<file path="src/rtl/add_accumulator_pkg.sv">
// Shared definitions for the add accumulator: default widths and FSM state encoding.
package add_accumulator_pkg;

    localparam int WIDTH_DEF   = 16;
    localparam int COUNT_W_DEF = 8;

    localparam logic [1:0] ST_IDLE  = 2'd0;
    localparam logic [1:0] ST_ACCUM = 2'd1;
    localparam logic [1:0] ST_DONE  = 2'd2;

    typedef enum logic [1:0] {
        S_IDLE  = ST_IDLE,
        S_ACCUM = ST_ACCUM,
        S_DONE  = ST_DONE
    } state_e;

endpackage

</file>
<file path="src/rtl/add_flags_stage.sv">
// Combinational WIDTH-bit adder returning sum, carry-out of the MSB and signed overflow.
// Zero latency; no flow control of its own.
module add_flags_stage #(
    parameter int WIDTH = 16
) (
    input  logic [WIDTH-1:0] a_i,
    input  logic [WIDTH-1:0] b_i,
    output logic [WIDTH-1:0] sum_o,
    output logic             carry_o,
    output logic             ovf_o
);

    logic [WIDTH:0] full_sum;

    assign full_sum = {1'b0, a_i} + {1'b0, b_i};
    assign sum_o    = full_sum[WIDTH-1:0];
    assign carry_o  = full_sum[WIDTH];
    // Signed overflow: like-signed operands producing a result of the other sign.
    assign ovf_o    = (a_i[WIDTH-1] == b_i[WIDTH-1]) && (sum_o[WIDTH-1] != a_i[WIDTH-1]);

endmodule

</file>
<file path="src/rtl/add_accumulator.sv">
// Sums a burst of len operands from a valid/ready stream into one result with sticky flags.
// Result valid the cycle after the last operand handshake; held until out_ready.
module add_accumulator
    import add_accumulator_pkg::*;
#(
    parameter int WIDTH   = WIDTH_DEF,
    parameter int COUNT_W = COUNT_W_DEF
) (
    input  logic               clk,
    input  logic               rst_n,
    input  logic               start,
    input  logic [COUNT_W-1:0] len,
    input  logic               in_valid,
    output logic               in_ready,
    input  logic [WIDTH-1:0]   in_data,
    output logic               out_valid,
    input  logic               out_ready,
    output logic [WIDTH-1:0]   acc,
    output logic               carry,
    output logic               overflow,
    output logic               zero,
    output logic               sign,
    output logic               parity,
    output logic               busy
);

    state_e             state_q;
    logic [WIDTH-1:0]   acc_q;
    logic               carry_q;
    logic               ovf_q;
    logic [COUNT_W-1:0] count_q;
    logic               in_ready_q;
    logic               out_valid_q;
    logic               busy_q;

    logic [WIDTH-1:0]   acc_d;
    logic               co;
    logic               ov;

    add_flags_stage #(
        .WIDTH (WIDTH)
    ) u_add (
        .a_i     (acc_q),
        .b_i     (in_data),
        .sum_o   (acc_d),
        .carry_o (co),
        .ovf_o   (ov)
    );

    always_ff @(posedge clk or negedge rst_n) begin
        if (!rst_n) begin
            state_q     <= S_IDLE;
            acc_q       <= '0;
            carry_q     <= 1'b0;
            ovf_q       <= 1'b0;
            count_q     <= '0;
            in_ready_q  <= 1'b0;
            out_valid_q <= 1'b0;
            busy_q      <= 1'b0;
        end else begin
            case (state_q)
                S_IDLE: begin
                    if (start) begin
                        acc_q   <= '0;
                        carry_q <= 1'b0;
                        ovf_q   <= 1'b0;
                        busy_q  <= 1'b1;
                        if (len != '0) begin
                            count_q    <= len;
                            state_q    <= S_ACCUM;
                            in_ready_q <= 1'b1;
                        end else begin
                            state_q     <= S_DONE;
                            out_valid_q <= 1'b1;
                        end
                    end
                end
                S_ACCUM: begin
                    if (in_valid) begin
                        acc_q   <= acc_d;
                        carry_q <= carry_q | co;
                        ovf_q   <= ovf_q | ov;
                        count_q <= count_q - COUNT_W'(1);
                        if (count_q == COUNT_W'(1)) begin
                            state_q     <= S_DONE;
                            in_ready_q  <= 1'b0;
                            out_valid_q <= 1'b1;
                        end
                    end
                end
                S_DONE: begin
                    // start is deliberately ignored here, even alongside out_ready.
                    if (out_ready) begin
                        state_q     <= S_IDLE;
                        out_valid_q <= 1'b0;
                        busy_q      <= 1'b0;
                    end
                end
                default: begin
                    state_q     <= S_IDLE;
                    in_ready_q  <= 1'b0;
                    out_valid_q <= 1'b0;
                    busy_q      <= 1'b0;
                end
            endcase
        end
    end

    assign in_ready  = in_ready_q;
    assign out_valid = out_valid_q;
    assign busy      = busy_q;
    assign acc       = acc_q;
    assign carry     = carry_q;
    assign overflow  = ovf_q;
    assign zero      = (acc_q == '0);
    assign sign      = acc_q[WIDTH-1];
    assign parity    = ~^acc_q;

endmodule

</file>
<file path="config.mk">
export PLATFORM = sky130hd
export DESIGN_NAME = add_accumulator
export DESIGN_NICKNAME = d
export VERILOG_FILES = /design/src/rtl/add_accumulator_pkg.sv /design/src/rtl/add_flags_stage.sv /design/src/rtl/add_accumulator.sv
export SDC_FILE = /design/constraint.sdc
export NUM_CORES = 1
export LEC_CHECK = 0
export CAP_MARGIN = 20
export CORE_MARGIN = 2
export CORE_UTILIZATION = 45
export CTS_CLUSTER_DIAMETER = 100
export CTS_CLUSTER_SIZE = 8
export DETAILED_ROUTE_END_ITERATION = 6
export PLACE_DENSITY = 0.72
export SETUP_SLACK_MARGIN = 0.5
export SYNTH_ARGS = -nofsm -noshare
export SYNTH_HDL_FRONTEND = slang
export SYNTH_SLANG_ARGS = --single-unit
export TNS_END_PERCENT = 50
</file>
<file path="constraint.sdc">
create_clock -name clk -period 2.3 [get_ports clk]
set_input_delay 0.23 -clock clk [delete_from_list [all_inputs] [get_ports clk]]
set_output_delay 0.23 -clock clk [all_outputs]
set_load 0.01 [all_outputs]
</file>
==> results of run 1 <==
-- power groups by stage --
stage / combinational [mW] / sequential [mW] / clock, mW
final: 3.69 / 1.01 / 0.638
after detailed placement: 3.13 / 1.04 / 0
after global placement: 3.09 / 1.03 / 0
after floorplan: 2.01 / 1.05 / 0
after CTS: 3.28 / 1.00 / 0.649
after global routing: 4.00 / 1.05 / 0.676
-- sequential cells by signal (all words and copies together) (netlist names) --
name / flops
acc: 16
out_valid: 1
carry: 1
overflow: 1
count_q: 8
in_ready: 1
state_q: 2
busy: 1
-- synthesized netlist by cell type (3+ instances only) --
cell type and instances:
xnor2_1 17, nor3_1 4, o22a_1 3, nor4_1 5
a21oi_1 23, o21a_1 3, dfrtp_1 31, xor2_1 5
o21ai_0 5, a31oi_1 3, inv_1 21, nor2_1 23
o211ai_1 3, ha_1 26, and3_1 4, nand2_1 29
clkbuf_1 3, a22oi_1 3, o21ai_1 22, a21o_1 8
-- layer usage --
metal  up-vias  global-route usage, %
li1       1200                      -
met1      1175                   30.7
met2        77                   35.1
met3         8                   4.53
met4         0                   8.39
met5         -                      0
-- worst max path at each step --
| stage | slack (ns) | cells past startpoint | endpoint |
|---|---|---|---|
| final | 0.21 | 7 | acc[14] |
| after floorplan | 0.43 | 6 | carry |
| after global placement | 0.06 | 8 | acc[7] |
| after detailed placement | -0.004 | 8 | acc[7] |
| after global routing | 0.17 | 8 | overflow |
| after CTS | 0.28 | 8 | overflow |
-- cell type report --
| class | count | area [sq um] |
|---|---|---|
| fillers | 390 | 1400 |
| multi-input cells | 222 | 1800 |
| repair buffers | 92 | 843 |
| inverters | 22 | 85.1 |
| flip-flops and latches | 31 | 783 |
| clock buffers | 6 | 72.6 |
| well taps | 70 | 87.6 |
| clock inverters | 2 | 60.1 |
-- timing repair --
action / in CTS / in global routing
pin swaps: 8 / 24
gates resized for setup: 12 / 23
endpoints found under the hold margin: 0 / 0
endpoints found under the setup margin: 14 / 17
hold buffers: 0 / 0
buffers inserted: 12 / 13
-- kinds of logic (layout without fill, tap and decap cells) --
family | Yosys count | count (layout) | share of synthesized area [%]
xor gates and xnor gates | 22 | 22 | 7.96
AOI/OAI and AO/OA | 95 | 95 | 25.7
and+or+nand+nor | 76 | 76 | 14.1
adders and majority gates | 27 | 27 | 14.3
DFF | 31 | 31 | 32.0
buffers and inverters | 30 | 122 | 5.06
muxes | 2 | 2 | 0.827
-- per-stage QoR --
step / std cells / utilization [%] / power, mW
after detailed placement: 412 / 63.1 / 4.16
after global placement: 412 / 63.1 / 4.12
after CTS: 432 / 68.0 / 4.92
after floorplan: 283 / - / 3.06
after global routing: 445 / 72.7 / 5.73
final: 445 / 72.7 / 5.34
==> flow_metrics.py, run 1 <==
metrics = {
    "clock_network": {
        "cts_tree": "done",
        "ctsRootBufferMaster": "clkbuf_8",
        "numCtsBuffers": 5,
        "htreeDepth": 2,
        "insertion_delay_ns": 0.28,
        "cts_max_path_buffers": 2,
        "cts_sinks": 31,
        "clk_pin_slew_ns": 0.07,
    },
    "final_layout": {
        "finalInstanceArea_sq_mm": 0.00374,
        "antennaDiodeCount": 0,
        "layout-drive-gt1-share_pct": 25.1,
        "layout_commonest_cell": "clkdlybuf4s50_1",
        "syn_to_final_growth_pct": 54.3,
        "final_cell_mix": "clkdlybuf4s50_1 (48), buf_4 (35), nand2_1 (28)",
        "nNetsFinal": 430,
    },
    "drt": {
        "dr.pass1.iters": 4,
        "dr_wl_met3_microns": 418,
        "wl_met2_microns": 3420,
        "num_vias": 2460,
        "drt-met1-wl_microns": 3040,
        "drtIter0Drc": 158,
        "ant_nets": 0,
        "wl_per_cell_microns": 15.7,
        "finalWirelength_microns": 6980,
        "via_per_inst": 5.53,
        "drc": 0,
        "topRoutingLayerUsed": "met4",
    },
    "power_and_ir_drop": {
        "peakVddDrop_mv": 1.17,
        "p_sw_mw": 2.23,
        "p_int_mw": 3.11,
        "p_comb_share_pct": 69.1,
        "power.leakage_nw": 1.61,
        "clkPwrFrac_pct": 11.9,
        "seqPwrFrac_pct": 19.0,
        "powerDensity_mw_per_mm2": 1430,
        "p_sw_share_pct": 41.8,
    },
    "timing": {
        "hold_viol_final": 0,
        "setup_viol": 0,
        "finalSetupTns_ns": 0,
        "rsz0062_at_grt": "true",
        "drv_slew": 0,
        "tightest_slew_ns": 0.508,
        "min_period_ns": 2.09,
        "whs_ns": 0.343,
        "setup_slack_ns": 0.209,
        "fmax_mhz": 478,
        "slew_headroom_pct": 66.0,
        "skew_ns": 0.00549,
        "finalCritPeriodShare_pct": 90.9,
    },
    "placement": {
        "port_buffers": 52,
        "dp_slack_ns": -0.00427,
        "placedInstanceArea_sq_mm": 0.00324,
        "place_hpwl_microns": 4670,
        "gp_congestion": 0.857,
    },
    "yosys": {
        "synthTopCellsByArea": "dfrtp_1 (32%), ha_1 (13%), xnor2_1 (6.1%)",
        "synth_top_area_cell": "dfrtp_1",
        "async_flop_share_pct": 100,
        "yosysWarnings": 0,
        "synthFlopType": "dfrtp_1",
        "synth_area_sq_mm": 0.00242,
        "synth_top_area_share_pct": 32.0,
        "syn_inst": 283,
        "synth-seq-cells": 31,
        "synth_edf_count": 0,
        "syn_area_per_cell_sq_um": 8.56,
        "seq_area_frac_synth_pct": 32.0,
        "synth.distinct_cells": 49,
        "syn_nets": 339,
    },
    "grt": {
        "antenna_found_initial": 0,
        "grt_overflow_total": 0,
        "grt_pass1_wl_microns": 10800,
        "track_usage_pct": 22.5,
        "grt_max_degree": 32,
        "grt_pass1_vias": 2239,
    },
    "worst_setup_path": {
        "slowest_stage": "dfrtp_2",
        "slowest_delay_ns": 0.44,
        "worst-path-max-fanout": 5,
        "worst_r2r_startpoint": "acc[6]",
        "critPathCaptureType": "flip-flop",
        "required_ns": 2.50,
        "crit_chain": "ha_4 > a21o_1 > a221oi_2 > a21boi_4 > o21ai_4 > nor3_2 > mux2i_1",
        "critPathLaunchType": "flip-flop",
        "worstReg2RegEnd": "acc[14]",
        "reg2regPathDepth": 7,
        "cp.arrival_ns": 2.29,
        "cpLargestDelayFamily": "compound AO/OA/AOI/OAI gates",
        "cp_num_buf_inv": 0,
        "r2r_slack_ns": 0.21,
        "crit_path_start": "acc[6]",
        "worstSetupPathType": "reg -> reg",
    },
    "hold_path": {
        "hold_class": "in -> async",
    },
    "flow_run": {
        "maxCapViolCount": 0,
    },
    "floorplanning": {
        "io_pins": 53,
        "die-area_sq_mm": 0.00598,
        "start_util_pct": 47.1,
        "die_h_microns": 77.4,
        "core-area_sq_mm": 0.00514,
        "row_count": 26,
        "die_width_microns": 77.4,
    },
    "outcome": {
        "status": "finished clean",
    },
}
Note: power is estimated with default switching activity, not from simulation.
==> run 2: changes to the inputs <==
- DONT_BUFFER_PORTS: unset -> 1
- PLACE_DENSITY: 0.72 -> unset
==> run 2 against run 1 <==
Worst hold slack worse by 0.28 ns. Non-clock buffer count down 72. Sequential share of layout area up 5.0 points. Cell area down 18%. Global-route usage down 0.60 points. Worst setup slack better by 0.13 ns. Power down 12%. Sequential cell count unchanged. Clock-buffer cell count unchanged. Critical path type unchanged.
==> flow_metrics.py, run 2 (synthesis gave the netlist of run 1 again) <==
metrics = {
    "grt": {
        "track_usage_pct": 21.9,
        "grt_overflow_total": 0,
        "grt_pass1_wl_microns": 10300,
        "grt_max_degree": 32,
        "grt_pass1_vias": 2055,
        "antenna_found_initial": 0,
    },
    "placement": {
        "port_buffers": 0,
        "place_hpwl_microns": 4380,
        "gp_congestion": 0.855,
        "dp_slack_ns": 0.287,
    },
    "worst_setup_path": {
        "required_ns": 2.51,
        "slowest_stage": "dfrtp_2",
        "cp-endpoint": "acc[14]",
        "reg2regPathDepth": 7,
        "worst-path-max-fanout": 5,
        "cp.arrival_ns": 2.17,
        "worstReg2RegEnd": "acc[14]",
        "critPathLaunchType": "flip-flop",
        "crit_path_start": "acc[6]",
        "crit_chain": "ha_4 > a21o_1 > a221oi_2 > a21boi_4 > o21ai_4 > nor3_2 > mux2i_1",
        "slowest_delay_ns": 0.46,
        "r2r_slack_ns": 0.34,
        "worst_r2r_startpoint": "acc[6]",
        "worstSetupPathType": "reg -> reg",
        "critPathCaptureType": "flip-flop",
    },
    "clock_network": {
        "numCtsBuffers": 5,
        "htreeDepth": 2,
        "clk_pin_slew_ns": 0.07,
        "ctsRootBufferMaster": "clkbuf_8",
        "cts_sinks": 31,
        "cts_max_path_buffers": 2,
        "insertion_delay_ns": 0.28,
        "cts_tree": "done",
    },
    "timing": {
        "min_period_ns": 1.96,
        "finalCritPeriodShare_pct": 85.2,
        "hold_viol_final": 0,
        "skew_ns": 0.00502,
        "slew_headroom_pct": 63.7,
        "finalSetupTns_ns": 0,
        "setup_slack_ns": 0.340,
        "drv_slew": 0,
        "tightest_slew_ns": 0.540,
        "setup_viol": 0,
        "rsz0062_at_grt": "true",
        "fmax_mhz": 510,
    },
    "drt": {
        "drtIter0Drc": 113,
        "num_vias": 2105,
        "finalWirelength_microns": 6050,
        "drc": 0,
        "via_per_inst": 5.64,
        "dr.pass1.iters": 4,
        "ant_nets": 0,
        "wl_per_cell_microns": 16.2,
    },
    "final_layout": {
        "largest_reg_flops": 16,
        "layout-drive-gt1-share_pct": 25.1,
        "final_cell_mix": "nand2_1 (28), nor2_1 (23), inv_1 (21)",
        "antennaDiodeCount": 0,
        "fillCellCount": 482,
        "layout_commonest_cell": "nand2_1",
        "nNetsFinal": 358,
        "syn_to_final_growth_pct": 25.8,
    },
    "hold_path": {
        "min-delay-start": "len[0]",
        "hold_class": "in -> reg",
    },
    "floorplanning": {
        "core-area_sq_mm": 0.00514,
        "row_count": 26,
        "start_util_pct": 47.1,
        "die-area_sq_mm": 0.00598,
        "io_pins": 53,
        "die_width_microns": 77.4,
        "die_h_microns": 77.4,
    },
    "power_and_ir_drop": {
        "power.leakage_nw": 1.29,
        "peakVddDrop_mv": 0.909,
        "powerDensity_mw_per_mm2": 1540,
    },
    "outcome": {
        "status": "finished clean",
    },
    "flow_run": {
        "maxCapViolCount": 0,
    },
}
## run 2: cell type report
cell class / instances / area [sq um] / area share (%)
Inverter: 22 / 82.6 / 2.71
Clock buffer: 6 / 72.6 / 2.38
Clock inverter: 2 / 60.1 / 1.97
Tap cell: 70 / 87.6 / 2.87
Sequential cell: 31 / 791 / 26.0
Multi-Input combinational cell: 222 / 1780 / 58.6
Timing Repair Buffer: 20 / 169 / 5.54
## run 2: metal layers
| layer | share of wire, % | GRT usage, % | vias to the layer above |
|---|---|---|---|
| met1 | 50 | 30.6 | 1006 |
| li1 | - | - | 1050 |
| met3 | 4.6 | 5.70 | 6 |
| met4 | 1.2 | 7.32 | 0 |
| met5 | 0 | 0 | - |
| met2 | 44 | 32.8 | 43 |
## run 2: report_power, final
group	internal (mW)	switching [mW]	total [mW]
logic	1.39	1.48	2.88
clock network	0.433	0.218	0.651
registers	0.787	0.369	1.16
total	2.61	2.07	4.68
## run 2: worst max-delay path: cells and delay by family, from the launching register on
family          cells  cell delay [ns]
compound gates      4             0.83
flops               1             0.46
fa+ha+maj           1             0.27
mux                 1             0.19
simple gates        1             0.14
## run 2: worst min path at each step
stage | endpoint | slack (ns) | depth (start not counted)
floorplan | acc[0] | -0.07 | 0
global placement | in_ready | -0.06 | 0
detailed placement | in_ready | -0.06 | 0
CTS | count_q[0] | 0.05 | 2
global route | count_q[0] | 0.07 | 2
finish | count_q[0] | 0.06 | 2
## run 2: through the flow
step / power, mW / std cells / cell area, sq um / hold slack (ns) / utilization, %
after CTS: 4.62 / 370 / 2990 / 0.0541 / 58.2
after global placement: 3.53 / 349 / 2630 / -0.0646 / 51.1
after floorplan: 3.06 / 283 / 2550 / -0.0656 / -
after detailed placement: 3.55 / 349 / 2630 / -0.0644 / 51.1
after global routing: 5.09 / 373 / 3050 / 0.0658 / 59.3
final: 4.68 / 373 / 3050 / 0.0643 / 59.3
## run 2: what timing repair did
item | in CTS | in global routing
gates resized for setup | 21 | 7
hold endpoints to repair | 31 | 0
pin swaps | 13 | 8
endpoints found under the setup margin | 13 | 24
gates cloned | 0 | 0
setup buffers | 11 | 3
hold buffers | 2 | 0
